## src/rtl/sudoku_pkg.sv

```systemverilog
// Shared encodings for the sudoku game controller: state codes, difficulty
// codes and the attempt-counter width helper.
package sudoku_pkg;

  typedef enum logic [3:0] {
    IDLE       = 4'd0,
    EMPTY      = 4'd1,
    SET_DIFF   = 4'd2,
    LOAD_HINTS = 4'd3,
    REG_INP    = 4'd4,
    CHECK      = 4'd5,
    WRONG      = 4'd6,
    FIN        = 4'd7,
    LOST       = 4'd8
  } state_t;

  typedef enum logic [1:0] {
    DIFF_NONE = 2'b00,
    DIFF_EASY = 2'b01,
    DIFF_MED  = 2'b10,
    DIFF_HARD = 2'b11
  } diff_t;

  // Width needed to hold 0..max_tries; an unlimited build still gets one bit.
  function automatic int try_w(input int max_tries);
    return (max_tries < 1) ? 1 : $clog2(max_tries + 1);
  endfunction

endpackage

```

## src/rtl/sudoku_chk_timer.sv

```systemverilog
// CHECK-state watchdog: counts CHECK cycles and flags the last allowed one.
module sudoku_chk_timer #(
  parameter int TIMEOUT = 16
) (
  input  logic clka,
  input  logic restart,
  input  logic clr,
  input  logic en,
  output logic expired
);

  localparam int CW = $clog2(TIMEOUT + 1);

  logic [CW-1:0] r_cnt;

  always_ff @(posedge clka) begin
    if (restart || clr)
      r_cnt <= '0;
    else if (en && (r_cnt != CW'(TIMEOUT)))
      r_cnt <= r_cnt + 1'b1;
  end

  // Counter holds k-1 during the k-th CHECK cycle, so this fires on cycle TIMEOUT.
  assign expired = en && (r_cnt == CW'(TIMEOUT - 1));

endmodule

```

## src/rtl/sudoku_game_ctrl.sv

```systemverilog
// Sudoku main game controller: difficulty latch, hint mask, check handshake
// with timeout, limited attempts and enter edge detection.
module sudoku_game_ctrl
  import sudoku_pkg::*;
#(
  parameter  int                HINT_W        = 8,
  parameter  logic [HINT_W-1:0] EASY_MASK     = HINT_W'('h0F),
  parameter  logic [HINT_W-1:0] MED_MASK      = HINT_W'('h07),
  parameter  logic [HINT_W-1:0] HARD_MASK     = HINT_W'('h03),
  parameter  int                MAX_TRIES     = 3,
  parameter  int                CHECK_TIMEOUT = 16,
  localparam int                TRY_W         = try_w(MAX_TRIES)
) (
  input  logic              clka,
  input  logic              restart,
  input  logic              enter,
  input  logic [1:0]        difficulty,
  input  logic              check_done,
  input  logic              solved,
  output logic              register_inp_flag,
  output logic              try_again_flag,
  output logic              dp_check,
  output logic              ridx_a,
  output logic              ridx_b,
  output logic [HINT_W-1:0] fill_flag,
  output logic              won,
  output logic              lost,
  output logic [TRY_W-1:0]  tries_left,
  output logic [1:0]        diff_q,
  output logic [3:0]        state
);

  state_t            r_state;
  state_t            w_nxt;
  logic              r_enter_q;
  logic              w_rise;
  logic              w_expired;
  logic              w_fail;
  logic [1:0]        w_diff_nxt;
  logic [TRY_W-1:0]  w_tries_nxt;
  logic [TRY_W-1:0]  w_tries_dec;
  logic [HINT_W-1:0] w_mask;

  assign w_rise      = enter & ~r_enter_q;
  assign w_tries_dec = (tries_left == '0) ? '0 : tries_left - 1'b1;
  assign state       = r_state;

  sudoku_chk_timer #(.TIMEOUT(CHECK_TIMEOUT)) u_timer (
    .clka    (clka),
    .restart (restart),
    .clr     (r_state != CHECK),
    .en      (r_state == CHECK),
    .expired (w_expired)
  );

  always_comb begin
    w_nxt       = r_state;
    w_diff_nxt  = diff_q;
    w_tries_nxt = tries_left;
    w_fail      = 1'b0;
    case (r_state)
      IDLE:       w_nxt = EMPTY;
      EMPTY:      w_nxt = SET_DIFF;
      SET_DIFF:
        if (w_rise && (difficulty != DIFF_NONE)) begin
          w_diff_nxt  = difficulty;
          w_tries_nxt = TRY_W'(MAX_TRIES);
          w_nxt       = LOAD_HINTS;
        end
      LOAD_HINTS: w_nxt = REG_INP;
      REG_INP:    if (w_rise) w_nxt = CHECK;
      CHECK:
        // A result arriving on the timeout cycle takes precedence over the timeout.
        if (check_done) begin
          if (solved) w_nxt = FIN;
          else        w_fail = 1'b1;
        end else if (w_expired) begin
          w_fail = 1'b1;
        end
      WRONG:      if (w_rise) w_nxt = REG_INP;
      FIN:        w_nxt = FIN;
      LOST:       w_nxt = LOST;
      default:    w_nxt = IDLE;
    endcase
    if (w_fail) begin
      if (MAX_TRIES != 0) begin
        w_tries_nxt = w_tries_dec;
        w_nxt       = (w_tries_dec == '0) ? LOST : WRONG;
      end else begin
        w_nxt = WRONG;
      end
    end
    case (w_diff_nxt)
      DIFF_EASY: w_mask = EASY_MASK;
      DIFF_MED:  w_mask = MED_MASK;
      DIFF_HARD: w_mask = HARD_MASK;
      default:   w_mask = '0;
    endcase
  end

  // Outputs are Moore decodes of the next state, so they line up with r_state.
  always_ff @(posedge clka) begin
    if (restart) begin
      r_state           <= IDLE;
      r_enter_q         <= 1'b1;
      diff_q            <= DIFF_NONE;
      tries_left        <= TRY_W'(MAX_TRIES);
      register_inp_flag <= 1'b0;
      try_again_flag    <= 1'b0;
      dp_check          <= 1'b0;
      ridx_a            <= 1'b0;
      ridx_b            <= 1'b0;
      fill_flag         <= '0;
      won               <= 1'b0;
      lost              <= 1'b0;
    end else begin
      r_state           <= w_nxt;
      r_enter_q         <= enter;
      diff_q            <= w_diff_nxt;
      tries_left        <= w_tries_nxt;
      register_inp_flag <= (w_nxt == REG_INP);
      try_again_flag    <= (w_nxt == WRONG);
      dp_check          <= (w_nxt == CHECK) && (r_state != CHECK);
      ridx_a            <= (w_nxt == SET_DIFF);
      ridx_b            <= (w_nxt == SET_DIFF);
      fill_flag         <= (w_nxt == LOAD_HINTS) ? w_mask : '0;
      won               <= (w_nxt == FIN);
      lost              <= (w_nxt == LOST);
    end
  end

endmodule
```

## config.mk

```make
export PLATFORM = sky130hd
export DESIGN_NAME = sudoku_game_ctrl
export DESIGN_NICKNAME = d
export VERILOG_FILES = /design/src/rtl/sudoku_pkg.sv /design/src/rtl/sudoku_chk_timer.sv /design/src/rtl/sudoku_game_ctrl.sv
export SDC_FILE = /design/constraint.sdc
export NUM_CORES = 1
export LEC_CHECK = 0
export ABC_AREA = 1
export CAP_MARGIN = 25
export CORE_MARGIN = 3
export CORE_UTILIZATION = 43
export DETAILED_ROUTE_END_ITERATION = 6
export PLACE_DENSITY_LB_ADDON = 0.15
export SLEW_MARGIN = 20
export SYNTH_ARGS = -nofsm -noshare
export SYNTH_HDL_FRONTEND = slang
export SYNTH_HIERARCHICAL = 1
export SYNTH_SLANG_ARGS = --single-unit
```

## constraint.sdc

```tcl
create_clock -name clka -period 1.6 [get_ports clka]
set_input_delay 0.48 -clock clka [delete_from_list [all_inputs] [get_ports clka]]
set_output_delay 0.48 -clock clka [all_outputs]
set_load 0.01 [all_outputs]
```

==> reports/qor.yml, run 1 <==
status: "finished, final reports clean"
num_antenna_cells: 0
post_drt_wl_per_cell_um: 10.8
synth_compound_area_frac: 0.0834
period_needed_ns: 1.57
clock-sinks: 23
drcViolationCount: 0
gp_congestion: 0.752
port_buffers: 25
clockRootBuffer: "clkbuf_4"
grtUsageTotal: 0.148
grt_pass1_wl_um: 3950
fp-row-count: 18
final_antenna_net_count: 0
gr-total-overflow: 0
antenna_found_initial: 0
clock_skew_ns: 0.00293
initial_core_util: 0.458
min_path_type: "primary input to register"
htree_levels: 1
dpl_cell_area_um2: 1490
synthTopCellsByArea: "dfxtp_1, nand2_1, inv_1"
syn_avg_cell_area_um2: 7.65
rsz0062_at_grt: "true"
synth_xor_area_frac: 0
dp_hpwl_um: 1820
tns_ns: 0
synth_simple_gate_area_share: 0.329
setup_viol: 0
nFillCells: 236
drive_above_1_share: 0.314
drtIter0Drc: 34
cellPowerDensity_nw_per_um2: 730
tritoncts: "built"
fin_area_um2: 1590
clk_pin_slew_ns: 0.12
synth.distinct_cells: 29
path_buf_inv: 3
synthMuxAreaShare: 0
dieArea_um2: 3340
synth_cells: 151
clock_path_buffers: 2
ir_worst_vdd_uv: 501
synthToLayoutAreaGrowth_pct: 37.8
crit_path_start_kind: "primary input"
fin_nets: 201
cts_hold_buf: 0
arrival_ns: 1.78
core_um2: 2520
period_share: 0.980
synth_warnings: 6
max_freq_ghz: 0.638
whs_ns: 0.434
drv_cap: 0
mappedNetlistArea_um2: 1150
ys_seq_area_frac: 0.399
avgViaCountPerCell: 4.69
path_class: "primary input to register"
ys_ff_latch: 23
cp.required_ns: 1.81
clk_latency_ns: 0.30
grt_pass1_vias: 956
critPathTopFamily: "simple AND/OR/NAND/NOR gates"
synthAdderAreaFrac: 0.0542
p_total_mw: 1.16
dr.pass1.iters: 4
die_w_um: 57.8
yosysTopAreaCell: "dfxtp_1"
synth_top_family_by_area: "simple AND/OR/NAND/NOR gates"
wl_um: 2360
vias: 1023
grt_max_degree: 13
io_pins: 30
cp-end-kind: "register"
yosys.area.top_type_share: 0.399
cellLeakagePower_nw: 0.746
maxSlewViolCount: 0
hold_viol: 0
max_stage_delay_ns: 0.43
numCtsBuffers: 3
path_cells: "clkdlybuf4s50_1, or2_1, nand3_2, nand2_1, nand2_2, inv_2, ha_1, inv_1, nor2_1"
slowest_stage: "clkdlybuf4s50_1"
die_h_um: 57.8
path_max_fanout: 2
## final cells by class
| cell class | count | area (µm²) | share of cell area |
|---|---|---|---|
| Tap cell | 30 | 37.5 | 0.0236 |
| Sequential cell | 23 | 479 | 0.301 |
| Timing Repair Buffer | 38 | 342 | 0.215 |
| Inverter | 24 | 90.1 | 0.0566 |
| Multi-Input combinational cell | 99 | 617 | 0.388 |
| Clock buffer | 4 | 26.3 | 0.0165 |
## layout by cell type (no fill, tap or decap), types with 3 or more instances in the layout
cell	synthesis	final
nand3_2	3	3
nor2_4	1	3
inv_2	5	7
clkbuf_4	0	3
inv_1	19	17
a21oi_1	7	7
nor2_1	19	19
conb_1	1	4
dlygate4sd2_1	0	19
nand3_1	5	4
dfxtp_4	0	4
dfxtp_1	23	16
nor2_2	5	3
clkdlybuf4s50_1	0	4
ha_1	5	3
nand2_1	28	24
nand2_2	4	8
dfxtp_2	0	3
buf_4	6	12
## kinds of logic after synthesis
family,Yosys count
other cells,1
buf+inv,32
flops,23
compound gates,15
fa+ha+maj,5
simple gates,75
## timing repair
action	in CTS	in global routing
setup endpoints to repair	28	13
pin swaps	5	9
gates resized for setup	38	9
buffers inserted	0	2
## cell usage after synthesis
library cell	number
nand2_1	28
dfxtp_1	23
inv_1	19
nor2_1	19
a21oi_1	7
buf_4	6
ha_1	5
inv_2	5
nand3_1	5
nor2_2	5
nand2_2	4
nand3_2	3
a21oi_2	2
nand2_4	2
nor3_2	2
o211ai_1	2
o21ai_0	2
a21boi_2	1
and3_1	1
buf_2	1
buf_6	1
conb_1	1
nand3b_1	1
nand4_1	1
nor2_4	1
o21a_1	1
or2_0	1
or2_1	1
or2_2	1
## worst reg2reg max path: stages, from the launching register on
cell,delay (ns)
dfxtp_2,0.36
ha_4,0.16
and3_4,0.18
ha_4,0.15
nand2_2,0.06
inv_2,0.03
o21ai_1,0.10
nand2_1,0.07
nand2_1,0.06
nand2_1,0.05
nand2_2,0.11
inv_2,0.04
nand2_2,0.05
nor2_1,0.04
## final timing paths
kind	from	end	slack [ns]	cells past startpoint
max	difficulty[1]	fill_flag[2]	0.03	9
min	enter	r_enter_q	0.43	2
min reg2reg	tries_left[1]	tries_left[0]	0.52	2
max reg2reg	u_timer/r_cnt[0]	try_again_flag	0.04	13
## per-layer routing
layer / up-vias / track usage / routed length, µm
met3: 2 / 0.0223 / 126
li1: 533 / - / -
met1: 458 / 0.186 / 1080
met2: 30 / 0.256 / 1140
met4: 0 / 0.0497 / 14
met5: - / 0 / 0
## sequential cells by signal, summed over array words and instances, names as in the netlist
name / cells
u_timer/r_cnt: 5
state: 4
fill_flag: 3
diff_q: 2
tries_left: 2
dp_check: 1
lost: 1
r_enter_q: 1
register_inp_flag: 1
ridx_b: 1
try_again_flag: 1
won: 1
## metrics by stage
stage | util | setup slack, ns | instances
after detailed placement | 0.591 | -0.448 | 212
after global placement | 0.591 | -0.361 | 212
after floorplan | - | 0.00549 | 154
after global routing | 0.631 | -0.0919 | 218
after CTS | 0.613 | -0.0284 | 216
final | 0.631 | 0.0317 | 218
## where the power goes
part / switching [mW] / internal (mW)
Sequential: 0.0246 / 0.598
Combinational: 0.161 / 0.113
Clock: 0.168 / 0.0971
Total: 0.353 / 0.808
Power figures use the tool's default switching activity.
==> inputs of run 2 (changes only) <==
--- a/config.mk
+++ b/config.mk
@@ -7,7 +7,7 @@
 export LEC_CHECK = 0
 export ABC_AREA = 1
 export CAP_MARGIN = 25
-export CORE_MARGIN = 3
+export CORE_MARGIN = 8
 export CORE_UTILIZATION = 43
 export DETAILED_ROUTE_END_ITERATION = 6
 export PLACE_DENSITY_LB_ADDON = 0.15
==> reports/qor.yml, run 2 (synthesis gave the netlist of run 1 again) <==
path_max_fanout: 2
synthToLayoutAreaGrowth_pct: 38.0
dieArea_um2: 4600
htree_levels: 1
worstRegToRegCells: 13
gp_congestion: 0.817
clock_skew_ns: 0.00708
antenna_found_initial: 0
hold_viol: 0
crit_path_start_kind: "primary input"
largest_reg_flops: 5
grtUsageTotal: 0.114
cellLeakagePower_nw: 0.752
io_pins: 30
regMostFlops: "u_timer/r_cnt"
die_h_um: 67.8
max_freq_ghz: 0.645
final_cell_mix: "nand2_1, nor2_1, dlygate4sd2_1"
status: "finished, final reports clean"
setup_slack_ns: 0.0492
period_needed_ns: 1.55
gr-total-overflow: 0
period_share: 0.969
clock-sinks: 23
final_antenna_net_count: 0
post_drt_wl_per_cell_um: 11.2
r2r_slack_ns: 0.06
hold_start: "enter"
dp_hpwl_um: 1910
initial_core_util: 0.458
dr.pass1.iters: 3
crit_start: "difficulty[1]"
clockRootBuffer: "clkbuf_4"
min_path_cells: 2
grt_pass1_vias: 957
clk_latency_ns: 0.31
wl_um: 2480
grt_max_degree: 14
cts_hold_buf: 0
final_common_cell: "nand2_1"
clk_pin_slew_ns: 0.13
drcViolationCount: 0
whs_endpoint: "r_enter_q"
fin_nets: 204
maxSlewViolCount: 0
ir_worst_vdd_uv: 659
tns_ns: 0
cellPowerDensity_nw_per_um2: 731
drv_cap: 0
r2r-start: "u_timer/r_cnt[1]"
clock_path_buffers: 2
cp.required_ns: 1.82
die_w_um: 67.8
whs_ns: 0.410
vias: 1027
dpl_worst_slack_ns: -0.406
fin_util: 0.632
setup_viol: 0
avgViaCountPerCell: 4.65
drive_above_1_share: 0.325
min_path_type: "primary input to register"
r2r_end: "ridx_b"
rsz0062_at_grt: "true"
core_um2: 2520
tritoncts: "built"
arrival_ns: 1.77
drtIter0Drc: 27
port_buffers: 25
cp-end-kind: "register"
nFillCells: 255
fp-row-count: 18
path_class: "primary input to register"
grt_pass1_wl_um: 4160
numCtsBuffers: 3
num_antenna_cells: 0
[run 2: critical path, cell delays in order]
cell	delay, ns
clkdlybuf4s50_1	0.43
or2_1	0.24
nand3_2	0.08
nand2_1	0.06
nand2_2	0.08
inv_2	0.04
ha_1	0.27
inv_1	0.05
nor2_1	0.03
[run 2: layout make-up]
cell class	instances	area, µm²	share of cell area
timing repair buffer	41	349	0.219
clock buffer	3	22.5	0.0141
inverter	24	90.1	0.0565
multi-input combinational	99	617	0.387
sequential	23	473	0.297
clock inverter	1	5.00	0.00314
tap	30	37.5	0.0235
[run 2: worst max-delay path by stage]
stage                              to  slack [ns]  cells after the start
floorplan              try_again_flag       0.005                     13
global placement         fill_flag[2]       -0.36                      8
detailed placement       fill_flag[2]       -0.41                      8
CTS                      fill_flag[2]      0.0004                      8
global route        register_inp_flag       -0.02                     10
finish                   fill_flag[2]        0.05                      9
[run 2: repair_timing]
action | 4_1_cts | 5_1_grt
pin swaps | 8 | 10
gates resized for setup | 32 | 11
endpoints found under the setup margin | 24 | 13
buffers inserted | 2 | 1
[run 2: power breakdown]
group          total [mW]  internal (mW)  switching (mW)  leakage (nW)
combinational       0.279          0.114           0.165         0.545
clock               0.267         0.0934           0.173        0.0177
sequential          0.621          0.596          0.0245         0.190
[run 2: metrics by stage]
stage | total power [mW] | cell area, µm² | instances
2_1_floorplan | 0.816 | 1170 | 154
3_3_place_gp | 0.910 | 1490 | 214
3_5_place_dp | 0.913 | 1490 | 214
4_1_cts | 1.18 | 1550 | 220
5_1_grt | 1.24 | 1590 | 221
6_report | 1.17 | 1590 | 221
[run 2: per-layer routing]
metal	routed length [µm]	GRT usage
met1	1060	0.127
met2	1210	0.202
met3	179	0.0294
met4	34	0.0435
met5	0	0
==> inputs of run 3 (changes only) <==
--- a/config.mk
+++ b/config.mk
@@ -11,6 +11,7 @@
 export CORE_UTILIZATION = 43
 export DETAILED_ROUTE_END_ITERATION = 6
 export PLACE_DENSITY_LB_ADDON = 0.15
+export SETUP_SLACK_MARGIN = 0.05
 export SLEW_MARGIN = 20
 export SYNTH_ARGS = -nofsm -noshare
 export SYNTH_HDL_FRONTEND = slang
==> reports/qor.yml, run 3 (synthesis gave the netlist of run 1 again) <==
fin_util: 0.638
htree_levels: 1
drcViolationCount: 0
worstRegToRegCells: 13
drv_cap: 0
min_path_type: "register to register"
clock_path_buffers: 2
drtIter0Drc: 39
tritoncts: "built"
die_h_um: 67.8
numCtsBuffers: 3
clockRootBuffer: "clkbuf_4"
dpl_worst_slack_ns: -0.413
place_inst: 214
largest_reg_flops: 5
gp_congestion: 0.772
grt_max_degree: 14
clk_latency_ns: 0.31
fin_nets: 202
die_w_um: 67.8
min_path_cells: 2
dp_hpwl_um: 1940
wl_um: 2490
period_share: 0.969
status: "finished, final reports clean"
final_cell_mix: "nand2_1, dlygate4sd2_1, inv_1, nor2_1, dfxtp_1"
final_antenna_net_count: 0
cp-end-kind: "register"
post_drt_wl_per_cell_um: 11.4
fp-row-count: 18
clock-sinks: 23
cts_hold_buf: 0
arrival_ns: 1.77
final_common_cell: "nand2_1"
setup_slack_ns: 0.0489
dieArea_um2: 4600
drive_above_1_share: 0.344
antenna_found_initial: 0
gr-total-overflow: 0
crit_path_start_kind: "register"
max_freq_ghz: 0.645
period_needed_ns: 1.55
whs_ns: 0.518
path_max_fanout: 4
grt_pass1_wl_um: 4260
ir_worst_vdd_uv: 505
path_class: "register to register"
maxSlewViolCount: 0
num_antenna_cells: 0
rsz0062_at_grt: "true"
clock_skew_ns: 0.00642
avgViaCountPerCell: 4.64
final_cells: 219
initial_core_util: 0.458
clk_pin_slew_ns: 0.13
io_pins: 30
synthToLayoutAreaGrowth_pct: 39.4
tns_ns: 0
cellLeakagePower_nw: 0.746
grtUsageTotal: 0.118
grt_pass1_vias: 990
port_buffers: 25
nFillCells: 235
dr.pass1.iters: 2
regMostFlops: "u_timer/r_cnt"
cellPowerDensity_nw_per_um2: 725
hold_viol: 0
core_um2: 2520
setup_viol: 0
cp.required_ns: 1.82
vias: 1016
[run 3: power by group]
| group | switching (mW) | leakage, nW | internal (mW) | total [mW] |
|---|---|---|---|---|
| Combinational | 0.166 | 0.540 | 0.114 | 0.280 |
| Clock | 0.172 | 0.0177 | 0.0932 | 0.265 |
| Sequential | 0.0239 | 0.189 | 0.599 | 0.623 |
| Total | 0.362 | 0.746 | 0.806 | 1.17 |
[run 3: area by class of cell]
class | instances | area, µm² | area share
multi-input combinational | 99 | 647 | 0.402
timing repair buffer | 39 | 334 | 0.207
clock buffer | 3 | 22.5 | 0.0140
inverter | 24 | 90.1 | 0.0559
tap | 30 | 37.5 | 0.0233
clock inverter | 1 | 5.00 | 0.00311
sequential | 23 | 474 | 0.294
[run 3: metrics by stage]
stage                     cell area [µm²]  power, mW
after global routing                 1610       1.23
after CTS                            1580       1.18
after global placement               1500      0.910
final                                1610       1.17
after floorplan                      1170      0.817
after detailed placement             1500      0.915
[run 3: final timing paths]
| check | endpoint | from | slack [ns] |
|---|---|---|---|
| setup / recovery | try_again_flag | u_timer/r_cnt[0] | 0.05 |
| hold / removal | u_timer/r_cnt[2] | u_timer/r_cnt[2] | 0.52 |
| setup reg to reg | try_again_flag | u_timer/r_cnt[0] | 0.05 |
| hold reg to reg | u_timer/r_cnt[2] | u_timer/r_cnt[2] | 0.52 |
[run 3: critical path: stages, from the launching register on]
cell,delay [ns]
dfxtp_2,0.36
ha_4,0.15
and3_4,0.18
ha_4,0.15
nand2_2,0.05
inv_2,0.05
o21ai_2,0.10
nand2_1,0.07
nand2_1,0.06
nand2_1,0.06
nand2_2,0.12
inv_2,0.05
nand2_2,0.05
nor2_1,0.04
[run 3: what timing repair did]
| item | in CTS | in global routing |
|---|---|---|
| pin swaps | 14 | 11 |
| gates resized for setup | 38 | 10 |
| endpoints found under the hold margin | 0 | 0 |
| setup buffers | 1 | 0 |
| endpoints found under the setup margin | 30 | 13 |
| cloned | 0 | 0 |
[run 3: layer usage]
layer  GRT usage  share of wire  vias to the layer above
li1            -              -                      532
met1       0.137           0.42                      459
met3      0.0294          0.064                        6
met2       0.213           0.50                       19
met4      0.0230          0.018                        0
met5           0              0                        -
